### src/rtl/sdu_pkg.sv
// Shared definitions for the serial debug unit command controller:
// protocol codes, FSM states and the response-shifter load payload.
package sdu_pkg;

  localparam logic [7:0] CMD_WR_IM = 8'h49;
  localparam logic [7:0] CMD_WR_DM = 8'h44;
  localparam logic [7:0] CMD_RD_IM = 8'h50;
  localparam logic [7:0] CMD_RD_DM = 8'h4D;
  localparam logic [7:0] CMD_RD_RF = 8'h47;
  localparam logic [7:0] CMD_STEP  = 8'h53;
  localparam logic [7:0] CMD_RUN   = 8'h43;
  localparam logic [7:0] CMD_HALT  = 8'h48;

  localparam logic [7:0] ACK = 8'h06;
  localparam logic [7:0] NAK = 8'h15;

  localparam int unsigned RESP_LEN = 4;
  localparam int unsigned LEN_W    = 3;

  typedef enum logic [2:0] {
    ST_IDLE,
    ST_ARG,
    ST_WR_SETUP,
    ST_WR_STROBE,
    ST_RD_WAIT,
    ST_RESP
  } state_t;

  typedef struct packed {
    logic [31:0]      data;
    logic [LEN_W-1:0] len;
  } tx_load_t;

  function automatic logic is_wr_cmd(input logic [7:0] c);
    return (c == CMD_WR_IM) || (c == CMD_WR_DM);
  endfunction

  function automatic logic is_rd_cmd(input logic [7:0] c);
    return (c == CMD_RD_IM) || (c == CMD_RD_DM) || (c == CMD_RD_RF);
  endfunction

  function automatic tx_load_t resp_byte(input logic [7:0] b);
    tx_load_t p;
    p.data = {24'h0, b};
    p.len  = LEN_W'(1);
    return p;
  endfunction

endpackage

### src/rtl/sdu_cmd_ctrl_if.sv
// UART byte streams plus CPU debug port of the command controller.
// master = controller side, slave = UART/CPU side.
interface sdu_cmd_ctrl_if;
  logic [7:0]  rx_data;
  logic        rx_valid;
  logic [7:0]  tx_data;
  logic        tx_valid;
  logic        tx_ready;
  logic [31:0] dout_im;
  logic [31:0] dout_dm;
  logic [31:0] dout_rf;
  logic        debug;
  logic [31:0] addr;
  logic [31:0] din;
  logic        we_im;
  logic        we_dm;
  logic        clk_ld;
  logic        run;
  logic        step;
  logic        err_ovr;

  modport master (
    input  rx_data, rx_valid, tx_ready, dout_im, dout_dm, dout_rf,
    output tx_data, tx_valid, debug, addr, din, we_im, we_dm, clk_ld, run, step, err_ovr
  );

  modport slave (
    output rx_data, rx_valid, tx_ready, dout_im, dout_dm, dout_rf,
    input  tx_data, tx_valid, debug, addr, din, we_im, we_dm, clk_ld, run, step, err_ovr
  );
endinterface

### src/rtl/sdu_tx_shift.sv
// Response shifter: holds up to four bytes and presents them LSB first
// on a valid/ready handshake, one byte per accepted cycle.
module sdu_tx_shift
  import sdu_pkg::*;
(
  input  logic     clk,
  input  logic     rstn,
  input  logic     i_load,
  input  tx_load_t i_payload,
  input  logic     i_ready,
  output logic [7:0] o_data,
  output logic     o_valid
);

  logic [31:0]      r_sh;
  logic [LEN_W-1:0] r_left;
  logic             r_valid;

  always_ff @(posedge clk or negedge rstn) begin
    if (!rstn) begin
      r_sh    <= '0;
      r_left  <= '0;
      r_valid <= 1'b0;
    end else if (i_load) begin
      r_sh    <= i_payload.data;
      r_left  <= i_payload.len;
      r_valid <= 1'b1;
    end else if (r_valid && i_ready) begin
      r_sh    <= {8'h00, r_sh[31:8]};
      r_left  <= r_left - LEN_W'(1);
      r_valid <= (r_left != LEN_W'(1));
    end
  end

  assign o_data  = r_sh[7:0];
  assign o_valid = r_valid;

endmodule

### src/rtl/sdu_cmd_ctrl.sv
// Debug-protocol decoder: assembles little-endian arguments from the UART,
// drives the CPU debug port and queues replies into the response shifter.
module sdu_cmd_ctrl
  import sdu_pkg::*;
#(
  parameter int unsigned READ_WAIT   = 2,
  parameter int unsigned TIMEOUT_CYC = 1_000_000
) (
  input  logic           clk,
  input  logic           rstn,
  sdu_cmd_ctrl_if.master bus
);

  localparam int unsigned TO_W   = $clog2(TIMEOUT_CYC + 1);
  localparam int unsigned RW_W   = 4;
  localparam int unsigned BCNT_W = 3;

  state_t            r_state, w_state_nxt;
  logic [7:0]        r_cmd, w_cmd_nxt;
  logic [BCNT_W-1:0] r_bcnt, w_bcnt_nxt;
  logic [TO_W-1:0]   r_tcnt, w_tcnt_nxt;
  logic [RW_W-1:0]   r_wcnt, w_wcnt_nxt;
  logic [31:0]       r_addr, w_addr_nxt;
  logic [31:0]       r_din, w_din_nxt;
  logic              r_we_im, w_we_im_nxt;
  logic              r_we_dm, w_we_dm_nxt;
  logic              r_clk_ld, w_clk_ld_nxt;
  logic              r_run, w_run_nxt;
  logic              r_debug;
  logic              r_step, w_step_nxt;
  logic              r_err_ovr, w_err_ovr_nxt;
  logic              r_pend, w_pend_nxt;

  logic              w_load;
  tx_load_t          w_payload;
  logic [31:0]       w_rd_data;
  logic [7:0]        w_tx_data;
  logic              w_tx_valid;

  assign w_rd_data = (r_cmd == CMD_RD_IM) ? bus.dout_im :
                     (r_cmd == CMD_RD_DM) ? bus.dout_dm : bus.dout_rf;

  always_ff @(posedge clk or negedge rstn) begin
    if (!rstn) begin
      r_state   <= ST_IDLE;
      r_cmd     <= '0;
      r_bcnt    <= '0;
      r_tcnt    <= '0;
      r_wcnt    <= '0;
      r_addr    <= '0;
      r_din     <= '0;
      r_we_im   <= 1'b0;
      r_we_dm   <= 1'b0;
      r_clk_ld  <= 1'b0;
      r_run     <= 1'b0;
      r_debug   <= 1'b1;
      r_step    <= 1'b0;
      r_err_ovr <= 1'b0;
      r_pend    <= 1'b0;
    end else begin
      r_state   <= w_state_nxt;
      r_cmd     <= w_cmd_nxt;
      r_bcnt    <= w_bcnt_nxt;
      r_tcnt    <= w_tcnt_nxt;
      r_wcnt    <= w_wcnt_nxt;
      r_addr    <= w_addr_nxt;
      r_din     <= w_din_nxt;
      r_we_im   <= w_we_im_nxt;
      r_we_dm   <= w_we_dm_nxt;
      r_clk_ld  <= w_clk_ld_nxt;
      r_run     <= w_run_nxt;
      r_debug   <= ~w_run_nxt;
      r_step    <= w_step_nxt;
      r_err_ovr <= w_err_ovr_nxt;
      r_pend    <= w_pend_nxt;
    end
  end

  always_comb begin
    w_state_nxt   = r_state;
    w_cmd_nxt     = r_cmd;
    w_bcnt_nxt    = r_bcnt;
    w_tcnt_nxt    = r_tcnt;
    w_wcnt_nxt    = r_wcnt;
    w_addr_nxt    = r_addr;
    w_din_nxt     = r_din;
    w_we_im_nxt   = r_we_im;
    w_we_dm_nxt   = r_we_dm;
    w_clk_ld_nxt  = 1'b0;
    w_run_nxt     = r_run;
    w_step_nxt    = 1'b0;
    w_err_ovr_nxt = r_err_ovr;
    w_pend_nxt    = r_pend;
    w_load        = 1'b0;
    w_payload     = '0;

    // Only IDLE and ARG consume bytes; anything else is an overrun.
    if (bus.rx_valid && (r_state != ST_IDLE) && (r_state != ST_ARG)) begin
      w_err_ovr_nxt = 1'b1;
    end

    case (r_state)
      ST_IDLE: begin
        if (bus.rx_valid) begin
          w_cmd_nxt = bus.rx_data;
          if (is_wr_cmd(bus.rx_data) || is_rd_cmd(bus.rx_data)) begin
            w_bcnt_nxt  = '0;
            w_tcnt_nxt  = '0;
            w_state_nxt = ST_ARG;
          end else begin
            w_state_nxt = ST_RESP;
            if (bus.rx_data == CMD_RUN) begin
              w_run_nxt = 1'b1;
              w_load    = 1'b1;
              w_payload = resp_byte(ACK);
            end else if (bus.rx_data == CMD_HALT) begin
              w_run_nxt     = 1'b0;
              w_err_ovr_nxt = 1'b0;
              w_load        = 1'b1;
              w_payload     = resp_byte(ACK);
            end else if ((bus.rx_data == CMD_STEP) && !r_run) begin
              // ACK follows the step pulse by one cycle
              w_step_nxt = 1'b1;
              w_pend_nxt = 1'b1;
            end else begin
              w_load    = 1'b1;
              w_payload = resp_byte(NAK);
            end
          end
        end
      end

      ST_ARG: begin
        if (bus.rx_valid) begin
          w_tcnt_nxt = '0;
          w_bcnt_nxt = r_bcnt + BCNT_W'(1);
          if (!r_bcnt[2]) w_addr_nxt = {bus.rx_data, r_addr[31:8]};
          else            w_din_nxt  = {bus.rx_data, r_din[31:8]};
          if (is_rd_cmd(r_cmd) && (r_bcnt == BCNT_W'(3))) begin
            if (r_run) begin
              w_load      = 1'b1;
              w_payload   = resp_byte(NAK);
              w_state_nxt = ST_RESP;
            end else begin
              w_wcnt_nxt  = RW_W'(1);
              w_state_nxt = ST_RD_WAIT;
            end
          end else if (r_bcnt == BCNT_W'(7)) begin
            if (r_run) begin
              w_load      = 1'b1;
              w_payload   = resp_byte(NAK);
              w_state_nxt = ST_RESP;
            end else begin
              w_we_im_nxt = (r_cmd == CMD_WR_IM);
              w_we_dm_nxt = (r_cmd == CMD_WR_DM);
              w_state_nxt = ST_WR_SETUP;
            end
          end
        end else if (r_tcnt == TO_W'(TIMEOUT_CYC - 1)) begin
          w_state_nxt = ST_IDLE;
        end else begin
          w_tcnt_nxt = r_tcnt + TO_W'(1);
        end
      end

      ST_WR_SETUP: begin
        w_clk_ld_nxt = 1'b1;
        w_state_nxt  = ST_WR_STROBE;
      end

      ST_WR_STROBE: begin
        w_we_im_nxt = 1'b0;
        w_we_dm_nxt = 1'b0;
        w_load      = 1'b1;
        w_payload   = resp_byte(ACK);
        w_state_nxt = ST_RESP;
      end

      ST_RD_WAIT: begin
        if (r_wcnt == RW_W'(READ_WAIT)) begin
          w_load         = 1'b1;
          w_payload.data = w_rd_data;
          w_payload.len  = LEN_W'(RESP_LEN);
          w_state_nxt    = ST_RESP;
        end else begin
          w_wcnt_nxt = r_wcnt + RW_W'(1);
        end
      end

      ST_RESP: begin
        if (r_pend) begin
          w_pend_nxt = 1'b0;
          w_load     = 1'b1;
          w_payload  = resp_byte(ACK);
        end else if (!w_tx_valid) begin
          w_state_nxt = ST_IDLE;
        end
      end

      default: w_state_nxt = ST_IDLE;
    endcase
  end

  sdu_tx_shift u_tx_shift (
    .clk       (clk),
    .rstn      (rstn),
    .i_load    (w_load),
    .i_payload (w_payload),
    .i_ready   (bus.tx_ready),
    .o_data    (w_tx_data),
    .o_valid   (w_tx_valid)
  );

  assign bus.tx_data  = w_tx_data;
  assign bus.tx_valid = w_tx_valid;
  assign bus.debug    = r_debug;
  assign bus.addr     = r_addr;
  assign bus.din      = r_din;
  assign bus.we_im    = r_we_im;
  assign bus.we_dm    = r_we_dm;
  assign bus.clk_ld   = r_clk_ld;
  assign bus.run      = r_run;
  assign bus.step     = r_step;
  assign bus.err_ovr  = r_err_ovr;

endmodule

### src/flat_wrapper.sv
// flat-port wrapper written by rule: the top's interface ports become plain ports
module sdu_cmd_ctrl_flat import sdu_pkg::*;
#(
  parameter int unsigned READ_WAIT   = 2,
  parameter int unsigned TIMEOUT_CYC = 1_000_000
)
  (clk, rstn, bus_rx_data, bus_rx_valid, bus_tx_ready, bus_dout_im, bus_dout_dm, bus_dout_rf, bus_tx_data, bus_tx_valid, bus_debug, bus_addr, bus_din, bus_we_im, bus_we_dm, bus_clk_ld, bus_run, bus_step, bus_err_ovr);
  sdu_cmd_ctrl_if bus_i ();
  input  logic clk;
  input  logic rstn;
  input wire logic [$bits(bus_i.rx_data)-1:0] bus_rx_data;
  input wire logic [$bits(bus_i.rx_valid)-1:0] bus_rx_valid;
  input wire logic [$bits(bus_i.tx_ready)-1:0] bus_tx_ready;
  input wire logic [$bits(bus_i.dout_im)-1:0] bus_dout_im;
  input wire logic [$bits(bus_i.dout_dm)-1:0] bus_dout_dm;
  input wire logic [$bits(bus_i.dout_rf)-1:0] bus_dout_rf;
  output wire logic [$bits(bus_i.tx_data)-1:0] bus_tx_data;
  output wire logic [$bits(bus_i.tx_valid)-1:0] bus_tx_valid;
  output wire logic [$bits(bus_i.debug)-1:0] bus_debug;
  output wire logic [$bits(bus_i.addr)-1:0] bus_addr;
  output wire logic [$bits(bus_i.din)-1:0] bus_din;
  output wire logic [$bits(bus_i.we_im)-1:0] bus_we_im;
  output wire logic [$bits(bus_i.we_dm)-1:0] bus_we_dm;
  output wire logic [$bits(bus_i.clk_ld)-1:0] bus_clk_ld;
  output wire logic [$bits(bus_i.run)-1:0] bus_run;
  output wire logic [$bits(bus_i.step)-1:0] bus_step;
  output wire logic [$bits(bus_i.err_ovr)-1:0] bus_err_ovr;
  assign bus_i.rx_data = bus_rx_data;
  assign bus_i.rx_valid = bus_rx_valid;
  assign bus_i.tx_ready = bus_tx_ready;
  assign bus_i.dout_im = bus_dout_im;
  assign bus_i.dout_dm = bus_dout_dm;
  assign bus_i.dout_rf = bus_dout_rf;
  assign bus_tx_data = bus_i.tx_data;
  assign bus_tx_valid = bus_i.tx_valid;
  assign bus_debug = bus_i.debug;
  assign bus_addr = bus_i.addr;
  assign bus_din = bus_i.din;
  assign bus_we_im = bus_i.we_im;
  assign bus_we_dm = bus_i.we_dm;
  assign bus_clk_ld = bus_i.clk_ld;
  assign bus_run = bus_i.run;
  assign bus_step = bus_i.step;
  assign bus_err_ovr = bus_i.err_ovr;
  sdu_cmd_ctrl #(.READ_WAIT(READ_WAIT), .TIMEOUT_CYC(TIMEOUT_CYC)) u_core (.clk(clk), .rstn(rstn), .bus(bus_i));
endmodule
### config.mk
export PLATFORM = sky130hd
export DESIGN_NAME = sdu_cmd_ctrl_flat
export DESIGN_NICKNAME = d
export VERILOG_FILES = /design/src/rtl/sdu_pkg.sv /design/src/rtl/sdu_cmd_ctrl_if.sv /design/src/rtl/sdu_tx_shift.sv /design/src/rtl/sdu_cmd_ctrl.sv /design/src/flat_wrapper.sv
export SDC_FILE = /design/constraint.sdc
export NUM_CORES = 1
export LEC_CHECK = 0
export CORE_ASPECT_RATIO = 1.1
export CORE_MARGIN = 8
export CORE_UTILIZATION = 39
export DETAILED_ROUTE_END_ITERATION = 10
export HOLD_SLACK_MARGIN = 0.03
export PLACE_DENSITY = 0.74
export SYNTH_ARGS = -nofsm -noshare
export SYNTH_HDL_FRONTEND = slang
export SYNTH_SLANG_ARGS = --single-unit
### constraint.sdc
create_clock -name clk -period 2.7 [get_ports clk]
set_input_delay 0.405 -clock clk [delete_from_list [all_inputs] [get_ports clk]]
set_output_delay 0.405 -clock clk [all_outputs]
set_load 0.01 [all_outputs]
==> impl_metrics.yaml <==
run_status:
  status: "finished, final reports clean"
yosys:
  seq_area_frac_synth: 0.494
  netlist_instances: 673
  synth_ff_type: "dfrtp_1"
  synthArstFlopShare: 1.00
  ys_seq_elements: 146
  yosysTopAreaCell: "dfrtp_1"
  synth_edf_count: 0
  synthDominantCellAreaShare: 0.490
  synth_area_leaders: "dfrtp_1, mux2_2, mux2i_1, o21ai_0, nand2_1"
  synth_commonest_cells: "dfrtp_1, mux2_2, nand2_1"
  yosys_warnings: 0
  synth_nets: 789
  syn_avg_cell_area_um2: 11.0
  synth.distinct_cells: 67
  synth_area_um2: 7400
  yosysMostFrequentCell: "dfrtp_1"
detailed_routing:
  drt_wl_total_mm: 19.0
  drc: 0
  drt_iter0_drc: 367
  post_drt_wl_per_cell_um: 16.9
  dr.pass1.iters: 5
  antenna_left: 0
  route.vias.total: 5876
  via_per_inst: 5.23
clocking:
  cts_htree_levels: 4
  clk_latency_ns: 0.42
  cts_tree: "built"
  post_cts_resized: 0
  cts_buffer_depth: 2
  numClockSinks: 146
  cts_buffers: 17
  cts_root_buf: "clkbuf_16"
  cts.clk_slew.worst_paths_ns: 0.05
floorplanning:
  die_area_um2: 23600
  pin_count: 188
  core_um2: 18800
  chipHeight_um: 160
  initial_core_util: 0.393
  rows: 53
  die_w_um: 147
power:
  p_leak_uw: 0.00470
  p_int_uw: 6670
  clkPwrFrac: 0.232
  p_sw_uw: 3240
  peakVddDrop_mv: 0.579
  power_density_nw_per_um2: 965
  total_power_uw: 9910
  p_comb_frac: 0.411
  p_seq_frac: 0.356
  switching_share: 0.327
worst_setup_path:
  crit_fanout: 11
  end_kind: "register"
  critPathSlowestCell: "clkdlybuf4s50_1"
  crit_chain: "clkdlybuf4s50_1 -> or3b_2 -> a21boi_1 -> o31a_4 -> nor2_1 -> or4_1 -> nand2_1"
  critical_path_arrival_ns: 2.61
  path_class: "in -> reg"
  critPathLaunchType: "input port"
  cp_top_family: "simple AND/OR/NAND/NOR gates"
  cp_num_buf_inv: 1
  max_stage_delay_ns: 0.59
  rrSetupSlack_ns: 0.52
  crit_required_ns: 3.05
global_route:
  grt.total_usage: 0.160
  grt_pass1_wl_mm: 30.9
  grt_pass1_vias: 5985
  grt_max_degree: 65
  antenna_found_initial: 0
  grt_overflow: 0
min_path:
  min_path_type: "reg -> reg"
sta:
  tns_ns: 0
  fin_crit_sh: 0.838
  hold_viol: 0
  setup_viol: 0
  finalClockSkew_ns: 0.0157
  slew_headroom: 0.596
  worstMarginPinSlew_ns: 0.606
  rsz0062_at_grt: "no"
  fmax_ghz: 0.442
  fin_crit_ns: 2.26
  slew_violations: 0
cells_and_area:
  n_fill_cell: 1664
  drive_gt1_frac: 0.179
  antenna_cells: 0
  area_delta_synth_final_pct: 38.8
  finalNetCount: 981
flow_run:
  maxCapViolations: 0
placement:
  place.gp.congestion: 0.842
  port_buffers: 187
  hpwlAfterDp_mm: 14.3
==> state kept, by name, summed over array words and instances (netlist names), 3 cells and up <==
register / flops
u_core.bus.addr: 32
u_core.bus.din: 32
u_core.u_tx_shift.r_sh: 32
u_core.r_tcnt: 20
u_core.r_cmd: 8
u_core.r_wcnt: 4
u_core.r_bcnt: 3
u_core.r_state: 3
u_core.u_tx_shift.r_left: 3
==> cells by family (layout without fill, tap and decap cells) <==
family                   after synthesis  after routing  synth area share
adder cells (fa/ha/maj)                8              8            0.0135
flip-flops                           146            146             0.494
XOR/XNOR                              14             14            0.0166
multiplexers                         132            132             0.191
AO/OA/AOI/OAI                        140            140             0.120
buffers and inverters                 58            262            0.0394
AND/OR/NAND/NOR                      175            175             0.125
==> final timing paths <==
check	startpoint	end	cells after the start
max	bus_rx_data[0]	u_core.r_tcnt[5]	7
min	u_core.r_wcnt[3]	u_core.r_wcnt[3]	1
max reg2reg	u_core.r_cmd[2]	u_core.u_tx_shift.r_sh[0]	5
min reg2reg	u_core.r_wcnt[3]	u_core.r_wcnt[3]	1
max in group asynchronous	rstn	u_core.u_tx_shift.r_sh[9]	3
min in group asynchronous	rstn	u_core.r_tcnt[16]	2
==> final cells by class <==
cell class | instances | area [um^2] | share of cell area
flip-flops and latches | 146 | 3650 | 0.356
multi-input cells | 469 | 3460 | 0.337
repair buffers | 224 | 2230 | 0.217
clock buffers | 25 | 526 | 0.0512
well taps | 247 | 309 | 0.0301
clock inverters | 6 | 68.8 | 0.00670
inverters | 7 | 26.3 | 0.00256
==> layer usage <==
| metal | wire [um] | track usage | vias to the layer above |
|---|---|---|---|
| met1 | 8430 | 0.198 | 2840 |
| met2 | 9220 | 0.264 | 169 |
| met4 | 257 | 0.0464 | 0 |
| met5 | 0 | 0 | - |
| li1 | - | - | 2842 |
| met3 | 1080 | 0.0498 | 25 |
==> power groups by stage <==
stage	Sequential [uW]	Clock, uW	Combinational (uW)
after floorplan	3630	0	2110
after global placement	3530	0	4030
after detailed placement	3570	0	4110
after CTS	3540	2360	4140
after global routing	3640	2460	4440
final	3530	2300	4080
==> layout by cell type (no fill, tap or decap), types with 3 or more instances in the layout <==
cell type	synthesis	final
buf_12	0	6
nor2b_1	3	3
mux2_2	74	74
mux2i_1	58	58
a31oi_1	6	6
o22ai_1	30	30
and2_1	5	5
xor2_1	12	12
nand4_1	10	10
nand3_1	10	10
o2111ai_1	5	5
nand3b_1	4	4
inv_1	7	7
nor3b_1	5	5
and3_1	8	8
clkbuf_16	0	17
o21ai_0	52	52
or3_1	5	5
nand2b_1	7	7
nor2_1	29	28
buf_4	10	30
o31ai_1	3	3
clkinvlp_4	0	4
a21oi_1	11	11
nand2_1	64	63
o21a_1	4	4
clkbuf_8	0	7
nor3_1	5	5
a22o_1	3	3
ha_1	8	8
clkdlybuf4s50_1	0	186
dfrtp_1	145	145
o211ai_1	8	8
==> repair_timing <==
item / in CTS / in global routing
hold buffers: 1 / 0
setup buffers: 0 / 0
hold endpoints to repair: 59 / 0
==> worst reg2reg max path: stages, from the launching register on <==
cell and delay [ns]:
dfrtp_1 0.41, nor4b_1 0.43, nand4b_1 0.26, buf_4 0.35, o21ai_0 0.41, o221ai_1 0.18
==> through the flow <==
step	setup WS, ns	hold slack (ns)	cell area [um^2]	instances	util
6_report	0.438	0.480	10300	1124	0.545
5_1_grt	0.306	0.505	10300	1124	0.545
4_1_cts	0.451	0.482	10300	1124	0.545
3_5_place_dp	0.00760	0.434	9670	1092	0.513
3_3_place_gp	0.0478	0.432	9670	1092	0.513
2_1_floorplan	0.644	0.109	7400	673	-
Note: power is estimated with default switching activity, not from simulation.
